<file path="src/rtl/apb_fifo_pkg.sv">
// Shared register map, STATUS layout and IRQ source encoding for apb_fifo_bridge.
package apb_fifo_pkg;

    // Word indices, selected by paddr[4:2]
    localparam logic [2:0] RegTxData = 3'd0;
    localparam logic [2:0] RegRxData = 3'd1;
    localparam logic [2:0] RegStatus = 3'd2;
    localparam logic [2:0] RegLevel  = 3'd3;
    localparam logic [2:0] RegCtrl   = 3'd4;
    localparam logic [2:0] RegNReads = 3'd5;
    localparam logic [2:0] RegThresh = 3'd6;
    localparam logic [2:0] RegIrq    = 3'd7;

    localparam int unsigned StTxEmpty = 0;
    localparam int unsigned StTxAe    = 1;
    localparam int unsigned StTxFull  = 2;
    localparam int unsigned StRxEmpty = 3;
    localparam int unsigned StRxAf    = 4;
    localparam int unsigned StRxFull  = 5;
    localparam int unsigned StEndRx   = 6;
    localparam int unsigned StTxOvf   = 7;
    localparam int unsigned StRxOvf   = 8;
    localparam int unsigned StRxUdf   = 9;

    typedef struct packed {
        logic rx_udf;
        logic rx_ovf;
        logic tx_ovf;
        logic end_rx;
        logic rx_full;
        logic rx_af;
        logic rx_empty;
        logic tx_full;
        logic tx_ae;
        logic tx_empty;
    } status_t;

    typedef enum logic [1:0] {
        IrqTxAe,
        IrqRxAf,
        IrqEndRx,
        IrqSticky
    } irq_src_e;

endpackage

</file>
<file path="src/rtl/sync_fifo.sv">
// Single-clock first-word-fall-through FIFO with flush; push on full and pop on empty
// are ignored using the pre-edge full/empty values.
module sync_fifo #(
    parameter int unsigned FIFO_WIDTH = 32,
    parameter int unsigned DEPTH      = 16,
    localparam int unsigned PTR_W     = $clog2(DEPTH),
    localparam int unsigned LVL_W     = $clog2(DEPTH) + 1
) (
    input  logic                  clk,
    input  logic                  rst,
    input  logic                  push,
    input  logic                  pop,
    input  logic                  flush,
    input  logic [FIFO_WIDTH-1:0] wdata,
    output logic [LVL_W-1:0]      level,
    output logic                  full,
    output logic                  empty,
    output logic [FIFO_WIDTH-1:0] rdata
);

    logic [FIFO_WIDTH-1:0] mem [DEPTH];
    logic [PTR_W-1:0]      wr_ptr_q, rd_ptr_q;
    logic [LVL_W-1:0]      level_q;
    logic                  push_ok, pop_ok;

    assign full    = (level_q == LVL_W'(DEPTH));
    assign empty   = (level_q == '0);
    assign push_ok = push & ~full;
    assign pop_ok  = pop & ~empty;
    assign level   = level_q;
    assign rdata   = mem[rd_ptr_q];

    // Storage is deliberately left out of reset and flush
    always_ff @(posedge clk) begin
        if (push_ok && !flush) begin
            mem[wr_ptr_q] <= wdata;
        end
    end

    always_ff @(posedge clk) begin
        if (rst || flush) begin
            wr_ptr_q <= '0;
            rd_ptr_q <= '0;
            level_q  <= '0;
        end else begin
            if (push_ok) wr_ptr_q <= wr_ptr_q + PTR_W'(1);
            if (pop_ok)  rd_ptr_q <= rd_ptr_q + PTR_W'(1);
            case ({push_ok, pop_ok})
                2'b10:   level_q <= level_q + LVL_W'(1);
                2'b01:   level_q <= level_q - LVL_W'(1);
                default: level_q <= level_q;
            endcase
        end
    end

endmodule

</file>
<file path="src/rtl/apb_fifo_bridge.sv">
// APB slave front end for a TX/RX FIFO pair with levels, thresholds, sticky flags and an
// RX transfer counter. Define APB_FIFO_IRQ_EN to add the IRQ register and irq output.
module apb_fifo_bridge
    import apb_fifo_pkg::*;
#(
    parameter logic [31:0] BASE_ADDR  = 32'h0,
    parameter int unsigned FIFO_WIDTH = 32,
    parameter int unsigned DEPTH      = 16,
    localparam int unsigned LVL_W     = $clog2(DEPTH) + 1
) (
    input  logic                  pclk,
    input  logic                  preset,
    input  logic [31:0]           paddr,
    input  logic                  psel,
    input  logic                  penable,
    input  logic                  pwrite,
    input  logic [31:0]           pwdata,
    input  logic [3:0]            pstrb,
    output logic                  pready,
    output logic [31:0]           prdata,
    output logic                  pslverr,
    input  logic                  read_fifo_tx,
    output logic [FIFO_WIDTH-1:0] fifo_r_data_tx,
    output logic                  empty_tx,
    output logic                  almost_empty_tx,
    input  logic                  write_fifo_rx,
    input  logic [FIFO_WIDTH-1:0] fifo_w_data_rx,
    output logic                  full_rx,
    output logic                  almost_full_rx,
    output logic                  end_rx
`ifdef APB_FIFO_IRQ_EN
    ,
    output logic                  irq
`endif
);

    logic                  access, wr, rd, in_range;
    logic [7:0]            hit;
    logic                  tx_push, tx_flush, tx_full, tx_empty;
    logic                  rx_pop, rx_flush, rx_full, rx_empty, rx_push_ok;
    logic                  ctrl_wr, sticky_clr;
    logic [LVL_W-1:0]      tx_level, rx_level;
    logic [FIFO_WIDTH-1:0] rx_head;
    logic                  tx_ovf_q, rx_ovf_q, rx_udf_q;
    logic [31:0]           rem_q;
    logic [15:0]           tx_ae_th_q, rx_af_th_q;
    status_t               status;
    logic [31:0]           status_word;
    logic                  unused_ok;

    assign unused_ok = ^{pstrb, paddr[1:0]};

    assign access   = psel & penable;
    assign wr       = access & pwrite;
    assign rd       = access & ~pwrite;
    assign in_range = (paddr[31:5] == BASE_ADDR[31:5]);
    assign hit      = in_range ? (8'b1 << paddr[4:2]) : 8'b0;
    assign pready   = access;

    assign tx_push    = wr & hit[RegTxData];
    assign rx_pop     = rd & hit[RegRxData];
    assign ctrl_wr    = wr & hit[RegCtrl];
    assign tx_flush   = ctrl_wr & pwdata[0];
    assign rx_flush   = ctrl_wr & pwdata[1];
    assign sticky_clr = ctrl_wr & pwdata[2];
    assign rx_push_ok = write_fifo_rx & ~rx_full & ~rx_flush;

    sync_fifo #(
        .FIFO_WIDTH(FIFO_WIDTH),
        .DEPTH     (DEPTH)
    ) u_tx_fifo (
        .clk  (pclk),
        .rst  (preset),
        .push (tx_push),
        .pop  (read_fifo_tx),
        .flush(tx_flush),
        .wdata(pwdata[FIFO_WIDTH-1:0]),
        .level(tx_level),
        .full (tx_full),
        .empty(tx_empty),
        .rdata(fifo_r_data_tx)
    );

    sync_fifo #(
        .FIFO_WIDTH(FIFO_WIDTH),
        .DEPTH     (DEPTH)
    ) u_rx_fifo (
        .clk  (pclk),
        .rst  (preset),
        .push (write_fifo_rx),
        .pop  (rx_pop),
        .flush(rx_flush),
        .wdata(fifo_w_data_rx),
        .level(rx_level),
        .full (rx_full),
        .empty(rx_empty),
        .rdata(rx_head)
    );

    assign empty_tx        = tx_empty;
    assign almost_empty_tx = 16'(tx_level) <= tx_ae_th_q;
    assign full_rx         = rx_full;
    assign almost_full_rx  = 16'(rx_level) >= rx_af_th_q;
    assign end_rx          = (rem_q == '0);

    always_comb begin
        status          = '0;
        status.tx_empty = tx_empty;
        status.tx_ae    = almost_empty_tx;
        status.tx_full  = tx_full;
        status.rx_empty = rx_empty;
        status.rx_af    = almost_full_rx;
        status.rx_full  = rx_full;
        status.end_rx   = end_rx;
        status.tx_ovf   = tx_ovf_q;
        status.rx_ovf   = rx_ovf_q;
        status.rx_udf   = rx_udf_q;
    end
    assign status_word = 32'(status);

    always_ff @(posedge pclk) begin
        if (preset) begin
            tx_ovf_q   <= 1'b0;
            rx_ovf_q   <= 1'b0;
            rx_udf_q   <= 1'b0;
            rem_q      <= '0;
            tx_ae_th_q <= 16'd1;
            rx_af_th_q <= 16'(DEPTH - 1);
        end else begin
            // A clear and a new event in the same cycle keep the new event
            tx_ovf_q <= (tx_ovf_q & ~sticky_clr) | (tx_push & tx_full);
            rx_ovf_q <= (rx_ovf_q & ~sticky_clr) | (write_fifo_rx & rx_full);
            rx_udf_q <= (rx_udf_q & ~sticky_clr) | (rx_pop & rx_empty);
            if (wr && hit[RegNReads]) begin
                rem_q <= pwdata;
            end else if (rx_push_ok && rem_q != '0) begin
                rem_q <= rem_q - 32'd1;
            end
            if (wr && hit[RegThresh]) begin
                tx_ae_th_q <= pwdata[15:0];
                rx_af_th_q <= pwdata[31:16];
            end
        end
    end

`ifdef APB_FIFO_IRQ_EN
    logic [3:0] irq_en_q;
    logic [3:0] irq_raw;
    logic       irq_q;

    always_comb begin
        irq_raw            = '0;
        irq_raw[IrqTxAe]   = status_word[StTxAe];
        irq_raw[IrqRxAf]   = status_word[StRxAf];
        irq_raw[IrqEndRx]  = status_word[StEndRx];
        irq_raw[IrqSticky] = |status_word[StRxUdf:StTxOvf];
    end

    always_ff @(posedge pclk) begin
        if (preset) begin
            irq_en_q <= '0;
            irq_q    <= 1'b0;
        end else begin
            irq_q <= |(irq_en_q & irq_raw);
            if (wr && hit[RegIrq]) irq_en_q <= pwdata[3:0];
        end
    end
    assign irq = irq_q;
`endif

    always_comb begin
        prdata  = '0;
        pslverr = 1'b0;
        if (access) begin
            if (!in_range) begin
                pslverr = 1'b1;
            end else begin
                case (paddr[4:2])
                    RegTxData: pslverr = pwrite & tx_full;
                    RegRxData: begin
                        if (pwrite || rx_empty) pslverr = 1'b1;
                        else                    prdata  = 32'(rx_head);
                    end
                    RegStatus: begin
                        if (pwrite) pslverr = 1'b1;
                        else        prdata  = status_word;
                    end
                    RegLevel: begin
                        if (pwrite) pslverr = 1'b1;
                        else        prdata  = {16'(rx_level), 16'(tx_level)};
                    end
                    RegCtrl:   prdata = '0;
                    RegNReads: if (!pwrite) prdata = rem_q;
                    RegThresh: if (!pwrite) prdata = {rx_af_th_q, tx_ae_th_q};
`ifdef APB_FIFO_IRQ_EN
                    RegIrq:    if (!pwrite) prdata = {12'b0, irq_raw, 12'b0, irq_en_q};
`endif
                    default:   pslverr = 1'b1;
                endcase
            end
        end
    end

endmodule

</file>
<file path="config.mk">
export PLATFORM = sky130hd
export DESIGN_NAME = apb_fifo_bridge
export DESIGN_NICKNAME = d
export VERILOG_FILES = /design/src/rtl/apb_fifo_pkg.sv /design/src/rtl/sync_fifo.sv /design/src/rtl/apb_fifo_bridge.sv
export SDC_FILE = /design/constraint.sdc
export NUM_CORES = 1
export LEC_CHECK = 0
export BUFFER_PORTS_ARGS = -buffer_cell sky130_fd_sc_hd__buf_4
export CAP_MARGIN = 20
export CORE_MARGIN = 2
export CORE_UTILIZATION = 48
export DETAILED_ROUTE_END_ITERATION = 10
export PLACE_DENSITY = 0.7
export SETUP_SLACK_MARGIN = 0.1
export SLEW_MARGIN = 20
export SYNTH_ARGS = -nofsm -noshare
export SYNTH_HDL_FRONTEND = slang
export SYNTH_SLANG_ARGS = --single-unit
</file>
<file path="constraint.sdc">
create_clock -name pclk -period 9.4 [get_ports pclk]
set_input_delay 0.94 -clock pclk [delete_from_list [all_inputs] [get_ports pclk]]
set_output_delay 0.94 -clock pclk [all_outputs]
set_load 0.05 [all_outputs]
</file>
==> results_dict.tcl, run 1 <==
set metrics [dict create \
    cp.arrival_ps 4300 \
    hold_ws_ps 470 \
    dieHeight_um 309 \
    synthTopCellsByArea "edfxtp_1 69%, mux4_2 16%, dfxtp_1 4.5%" \
    via_count 23000 \
    pwr-share-clk 0.393 \
    reg2regPathDepth 8 \
    via_per_inst 6.07 \
    drcViolationCount 0 \
    cp-start-kind "flip-flop" \
    power_frac_seq 0.533 \
    cts_tree "done" \
    power_leakage_nw 15.8 \
    power_density_nw_per_um2 208 \
    synth_top_area_frac 0.689 \
    design_area_um2 50800 \
    syn_inst 2261 \
    postCtsHoldBufs 0 \
    ys.flop_type "edfxtp_1" \
    cts-root-buf "clkbuf_16" \
    avgSynthCellArea_um2 19.7 \
    drive_gt1_frac 0.290 \
    rsz0062_at_grt "no" \
    grt_max_degree 100 \
    grt_pass1_wl_mm 152 \
    port_buffers 171 \
    relSlewSlack 0.257 \
    syn_nets 2399 \
    period_minus_slack_ps 5240 \
    p_sw_frac 0.225 \
    netSwitchingPower_w 0.00237 \
    boundaryPins 178 \
    cp_top_family "buffers and inverters" \
    pwr-share-comb 0.073 \
    core_um2 91900 \
    peakVddDrop_mv 0.170 \
    r2r_slack_ps 4960 \
    synthesis.area_um2 44600 \
    critPathMaxStageDelay_ps 910 \
    wl_per_cell_um 27.5 \
    cp.required_ps 8460 \
    hold_depth 2 \
    tns_ps 0 \
    cap_violations 0 \
    slew_viol_final 0 \
    crit_path_end_kind "output pin" \
    cts_inserted_buffers 107 \
    initialDrtViolationCount 2492 \
    post-cts-setup-buffer-count 0 \
    crit_chain "buf_4 -> mux4_2 -> mux4_2 -> a21oi_1 -> nor2_1 -> buf_4" \
    yosys_register_bits 1125 \
    fillerInstances 6876 \
    critical_path_class "flip-flop to output pin" \
    clk_pin_slew_ps 70 \
    final_cell_mix "1,024 x edfxtp_1, 320 x mux4_2, 213 x buf_4" \
    wirelength_mm 104 \
    die-area_um2 95400 \
    grt_use_total 0.219 \
    clock-sinks 1125 \
    critical_path.max_fanout 69 \
    rows 111 \
    worstHoldEndpoint "tx_ae_th_q[1]" \
    outcome "finished, final reports clean" \
    power.internal_w 0.00819 \
    cts_resized 0 \
    ant_nets 0 \
    insertion_delay_ps 660 \
    initial_core_util 0.485 \
    clock_skew_ps 21.0 \
    chipWidth_um 309 \
    dr.pass1.iters 5 \
    async_flop_share 0 \
    cp.buffers_inverters 2 \
    hp-class "flip-flop to flip-flop" \
    grt_pass1_vias 23300 \
    clock_path_buffers 3 \
    dp_hpwl_mm 58.6 \
    clock.fmax_mhz 191 \
    antenna_found_initial 8 \
    layout_commonest_cell "edfxtp_1" \
    r2r_end "u_rx_fifo.mem[0][11]" \
    hold_path.startpoint "tx_ae_th_q[1]" \
    h-tree-depth 3 \
    fin_crit_sh 0.558 \
    ys_types 60 \
    ys_warn_count 0 \
    gr-total-overflow 0 \
    yosysTopAreaCell "edfxtp_1" \
    yosysSeqAreaShare 0.734 \
    hold_viol 0 \
    totalPowerFinal_w 0.0106 \
    placed_cell_area_um2 47400 \
    place.gp.congestion 0.865 \
    syn2layout_area_growth_pct 13.9 \
    synth-edff-count 1024 \
    worstMarginPinSlew_ps 1110 \
    finalSetupViolCount 0 \
    fin_nets 2590 \
    r2r_start "u_rx_fifo.level[2]" \
    slowest_stage "dfxtp_4" \
]
## power groups by stage
stage	clock (W)	sequential [W]	combinational [W]
after floorplan	0	0.00571	0.000525
after detailed placement	0	0.00573	0.000758
final	0.00415	0.00563	0.000775
after global routing	0.00440	0.00564	0.000840
after CTS	0.00421	0.00563	0.000764
after global placement	0	0.00573	0.000725
## per-stage QoR
| stage | setup slack (ps) | std cells | util |
|---|---|---|---|
| finish | 4160 | 3786 | 0.553 |
| global route | 3950 | 3783 | 0.553 |
| CTS | 4120 | 3779 | 0.553 |
| detailed placement | 4400 | 3586 | 0.516 |
| global placement | 4500 | 3586 | 0.516 |
| floorplan | 4350 | 2261 | - |
## cells by family after synthesis
kind of cell,synth area share
adder cells (fa/ha/maj),0.00903
AO/OA/AOI/OAI,0.0301
XOR/XNOR,0.00550
AND/OR/NAND/NOR,0.0427
multiplexers,0.163
buffers and inverters,0.0149
flip-flops,0.734
## flip-flops by register name, indices dropped and copies added (netlist names), 5 cells and up, named ones only
name and flops:
rem_q 32, u_rx_fifo.level 5, u_tx_fifo.mem 512, tx_ae_th_q 16, u_rx_fifo.mem 512, u_tx_fifo.level 5, rx_af_th_q 16
## synthesized netlist by cell type (3+ instances only)
library cell	n
a211o_1	3
a211oi_1	16
a21o_1	5
a21oi_1	52
a22o_1	24
a22oi_1	31
a311oi_1	16
a31oi_1	4
and2_1	7
and3_1	22
and4_1	3
buf_1	31
clkbuf_1	96
clkinv_1	3
dfxtp_1	101
edfxtp_1	1024
ha_1	29
inv_1	35
mux2_2	3
mux2i_1	5
mux4_2	320
nand2_1	85
nand2b_1	7
nand3_1	15
nand4_1	8
nor2_1	132
nor2b_1	14
nor3_1	17
nor4_1	32
o21ai_0	11
o22ai_1	5
o31ai_1	12
or3_1	14
or4_1	18
xnor2_1	16
xor2_1	12
## worst min-delay path: stages, from the launching register on
cell and delay [ps]:
dfxtp_1 320, nand2_1 60, a21oi_1 50
## worst max path at each step
| stage | depth (start not counted) | to | startpoint | slack [ps] |
|---|---|---|---|---|
| floorplan | 9 | u_rx_fifo.mem[0][0] | paddr[2] | 4350 |
| global placement | 8 | u_rx_fifo.mem[1][14] | paddr[4] | 4500 |
| detailed placement | 8 | u_rx_fifo.mem[0][13] | paddr[4] | 4400 |
| CTS | 6 | prdata[6] | flip-flop | 4120 |
| global route | 6 | prdata[27] | flip-flop | 3950 |
| finish | 6 | prdata[22] | flip-flop | 4160 |
## area by class of cell
class                   count  area, um^2  area share
diodes                      7        17.5    0.000345
clock buffers             129        2790      0.0549
clock inverters            64         572      0.0112
inverters                  38         143     0.00281
multi-input cells         966       11400       0.223
flip-flops and latches   1125       32800       0.645
well taps                1243        1560      0.0306
repair buffers            214        1620      0.0318
## routing by layer
metal  GRT usage  part of all wire  wire length, um
met1       0.296              0.39            40900
met2       0.367              0.51            52700
met3      0.0443             0.079             8200
met4      0.0593             0.021             2150
met5           0           0.00039               41
No activity file was read; power rests on OpenSTA's default activity.
==> run 2, diff against run 1 <==
- ABC_AREA: unset -> 1
- PLACE_DENSITY: 0.7 -> 0.73
- clock period: 9.4 -> 4.7 ns (I/O delays scaled with it)
==> results_dict.tcl, run 2 <==
set metrics [dict create \
    synth-edff-count 1024 \
    h-tree-depth 3 \
    initial_core_util 0.483 \
    reg2regPathDepth 9 \
    die-area_um2 101000 \
    via_per_inst 5.79 \
    dr.pass1.iters 6 \
    cp_top_family "buffers and inverters" \
    cap_violations 0 \
    synth_top_area_frac 0.649 \
    yosysSeqAreaShare 0.692 \
    async_flop_share 0 \
    dieHeight_um 318 \
    outcome "finished, final reports clean" \
    place.gp.congestion 0.916 \
    period_minus_slack_ps 4030 \
    wl_per_cell_um 22.2 \
    fin_util 0.546 \
    synthesis.area_um2 47400 \
    fin_ws_ps 673 \
    cts-root-buf "clkbuf_16" \
    ys.flop_type "edfxtp_1" \
    hold_depth 1 \
    chipWidth_um 318 \
    insertion_delay_ps 710 \
    ys_warn_count 0 \
    yosysMostFrequentCell "edfxtp_1" \
    worstMarginPinSlew_ps 1150 \
    cp.arrival_ps 3560 \
    finalSetupViolCount 0 \
    pre_cts_ws_ps 1250 \
    gr-total-overflow 0 \
    cp-start-kind "flip-flop" \
    relSlewSlack 0.235 \
    avgSynthCellArea_um2 11.9 \
    critical_path.max_fanout 94 \
    wirelength_mm 122 \
    cp.required_ps 4230 \
    crit_path_end_kind "output pin" \
    via_count 31700 \
    yosysTopAreaCell "edfxtp_1" \
    slowest_stage "inv_6" \
    peakVddDrop_mv 0.414 \
    power_leakage_nw 18.1 \
    fin_nets 4237 \
    initialDrtViolationCount 3674 \
    placed_cell_area_um2 49900 \
    dp_cells 5274 \
    hold_viol 0 \
    cts_resized 0 \
    cts_inserted_buffers 110 \
    fin_crit_sh 0.857 \
    critPathMaxStageDelay_ps 540 \
    hp-class "input port to flip-flop" \
    tns_ps 0 \
    syn2layout_area_growth_pct 13.0 \
    port_buffers 171 \
    dp_hpwl_mm 69.2 \
    critical_path_class "flip-flop to output pin" \
    final_cell_mix "1,024 x edfxtp_1, 519 x nor2_1, 467 x o21ai_0" \
    yosys-top-cells-count "1,024 x edfxtp_1, 547 x nor2_1, 467 x o21ai_0, 348 x nand2_1, 280 x inv_1" \
    synthTopCellsByArea "edfxtp_1 65%, o21ai_0 4.9%, nor2_1 4.3%" \
    power_density_nw_per_um2 446 \
    cp.buffers_inverters 3 \
    clock.fmax_mhz 248 \
    clock-sinks 1125 \
    cts_tree "done" \
    crit_end "prdata[22]" \
    boundaryPins 178 \
    syn_inst 3994 \
    crit_chain "inv_6 -> buf_4 -> nor2_1 -> nor2_1 -> o21ai_0 -> o211ai_1 -> nand3_1 -> nand2_1 -> nand2_1 -> a21oi_1 -> buf_4" \
    cp.depth 11 \
    grt_use_total 0.235 \
    clock_skew_ps 21.1 \
    design_area_um2 53500 \
    rsz0062_at_grt "no" \
    slew_viol_final 0 \
    yosys_register_bits 1125 \
    grt_pass1_wl_mm 181 \
    r2r_start "rem_q[0]" \
    fillerInstances 7981 \
    syn_nets 4132 \
    final_cells 5480 \
    post-cts-setup-buffer-count 0 \
    ys_types 39 \
    layout_commonest_cell "edfxtp_1" \
    postCtsHoldBufs 0 \
    core_um2 98100 \
    r2r_slack_ps 1720 \
    grt_pass1_vias 29800 \
    drive_gt1_frac 0.112 \
    antenna_found_initial 10 \
    clk_pin_slew_ps 60 \
    ant_nets 0 \
    drcViolationCount 0 \
    clock_path_buffers 3 \
    grt_max_degree 234 \
    r2r_end "rem_q[7]" \
    largest_registers "u_rx_fifo.mem: 512 flops, u_tx_fifo.mem: 512 flops, rem_q: 32 flops" \
    rows 115 \
]
run 2: changes by cell type in the layout (fill, tap and decap cells not counted), moves of 31 or more:
cell / before / now
o21ai_0: 11 / 467
nor2_1: 120 / 519
mux4_2: 320 / 0
nand2_1: 85 / 348
inv_1: 35 / 273
o211ai_1: 2 / 233
a21oi_1: 52 / 240
nand3_1: 14 / 163
mux2i_1: 5 / 128
o22ai_1: 5 / 41
nor4_1: 32 / 0
a22oi_1: 31 / 0
o21ai_1: 2 / 33
run 2: worst min-delay path by stage:
stage / from / to
2_1_floorplan: rx_ovf_q / rx_ovf_q
3_3_place_gp: rx_ovf_q / rx_ovf_q
3_5_place_dp: rx_udf_q / rx_udf_q
4_1_cts: fifo_w_data_rx[15] / u_rx_fifo.mem[7][15]
5_1_grt: fifo_w_data_rx[17] / u_rx_fifo.mem[5][17]
6_report: fifo_w_data_rx[15] / u_rx_fifo.mem[13][15]
run 2: area by class of cell:
| type | instances | area (um^2) | area share |
|---|---|---|---|
| Antenna cell | 3 | 7.51 | 0.000140 |
| Clock buffer | 140 | 2980 | 0.0556 |
| Sequential cell | 1125 | 32800 | 0.613 |
| Tap cell | 1287 | 1610 | 0.0301 |
| Inverter | 292 | 1100 | 0.0206 |
| Clock inverter | 63 | 613 | 0.0115 |
| Multi-Input combinational cell | 2332 | 12600 | 0.235 |
| Timing Repair Buffer | 238 | 1870 | 0.0350 |
run 2: where the power goes:
group          internal, W  total [W]  switching [W]
combinational      0.00131    0.00402        0.00272
clock              0.00499    0.00873        0.00374
sequential          0.0110     0.0111       0.000103
run 2: metrics by stage:
step / power [W] / hold slack, ps
floorplan: 0.0142 / 441
global placement: 0.0152 / 452
detailed placement: 0.0153 / 457
CTS: 0.0239 / 21.3
global route: 0.0247 / 53.5
finish: 0.0239 / 52.8
run 2: kinds of logic after synthesis:
family                   Yosys count  share of synthesized area
AO/OA/AOI/OAI                   1029                      0.123
XOR/XNOR                          21                    0.00388
adder cells (fa/ha/maj)           31                    0.00850
buffers and inverters            537                     0.0480
flip-flops                      1125                      0.692
multiplexers                     128                     0.0270
AND/OR/NAND/NOR                 1123                     0.0979
run 2: metal layers:
metal / part of all wire / routed length (um) / GRT usage
met1: 0.40 / 48900 / 0.317
met2: 0.47 / 57700 / 0.382
met3: 0.090 / 10900 / 0.0448
met4: 0.033 / 4000 / 0.0841
met5: 0.00084 / 102 / 0
run 2: worst reg2reg max path, cell delays in order, from the launching register on:
cell	delay, ps
dfxtp_1	290
inv_1	170
ha_1	340
nand2_2	120
nor2_4	260
nand4_2	190
nand3_2	510
nand2_2	620
nor2_1	300
nor2_1	70
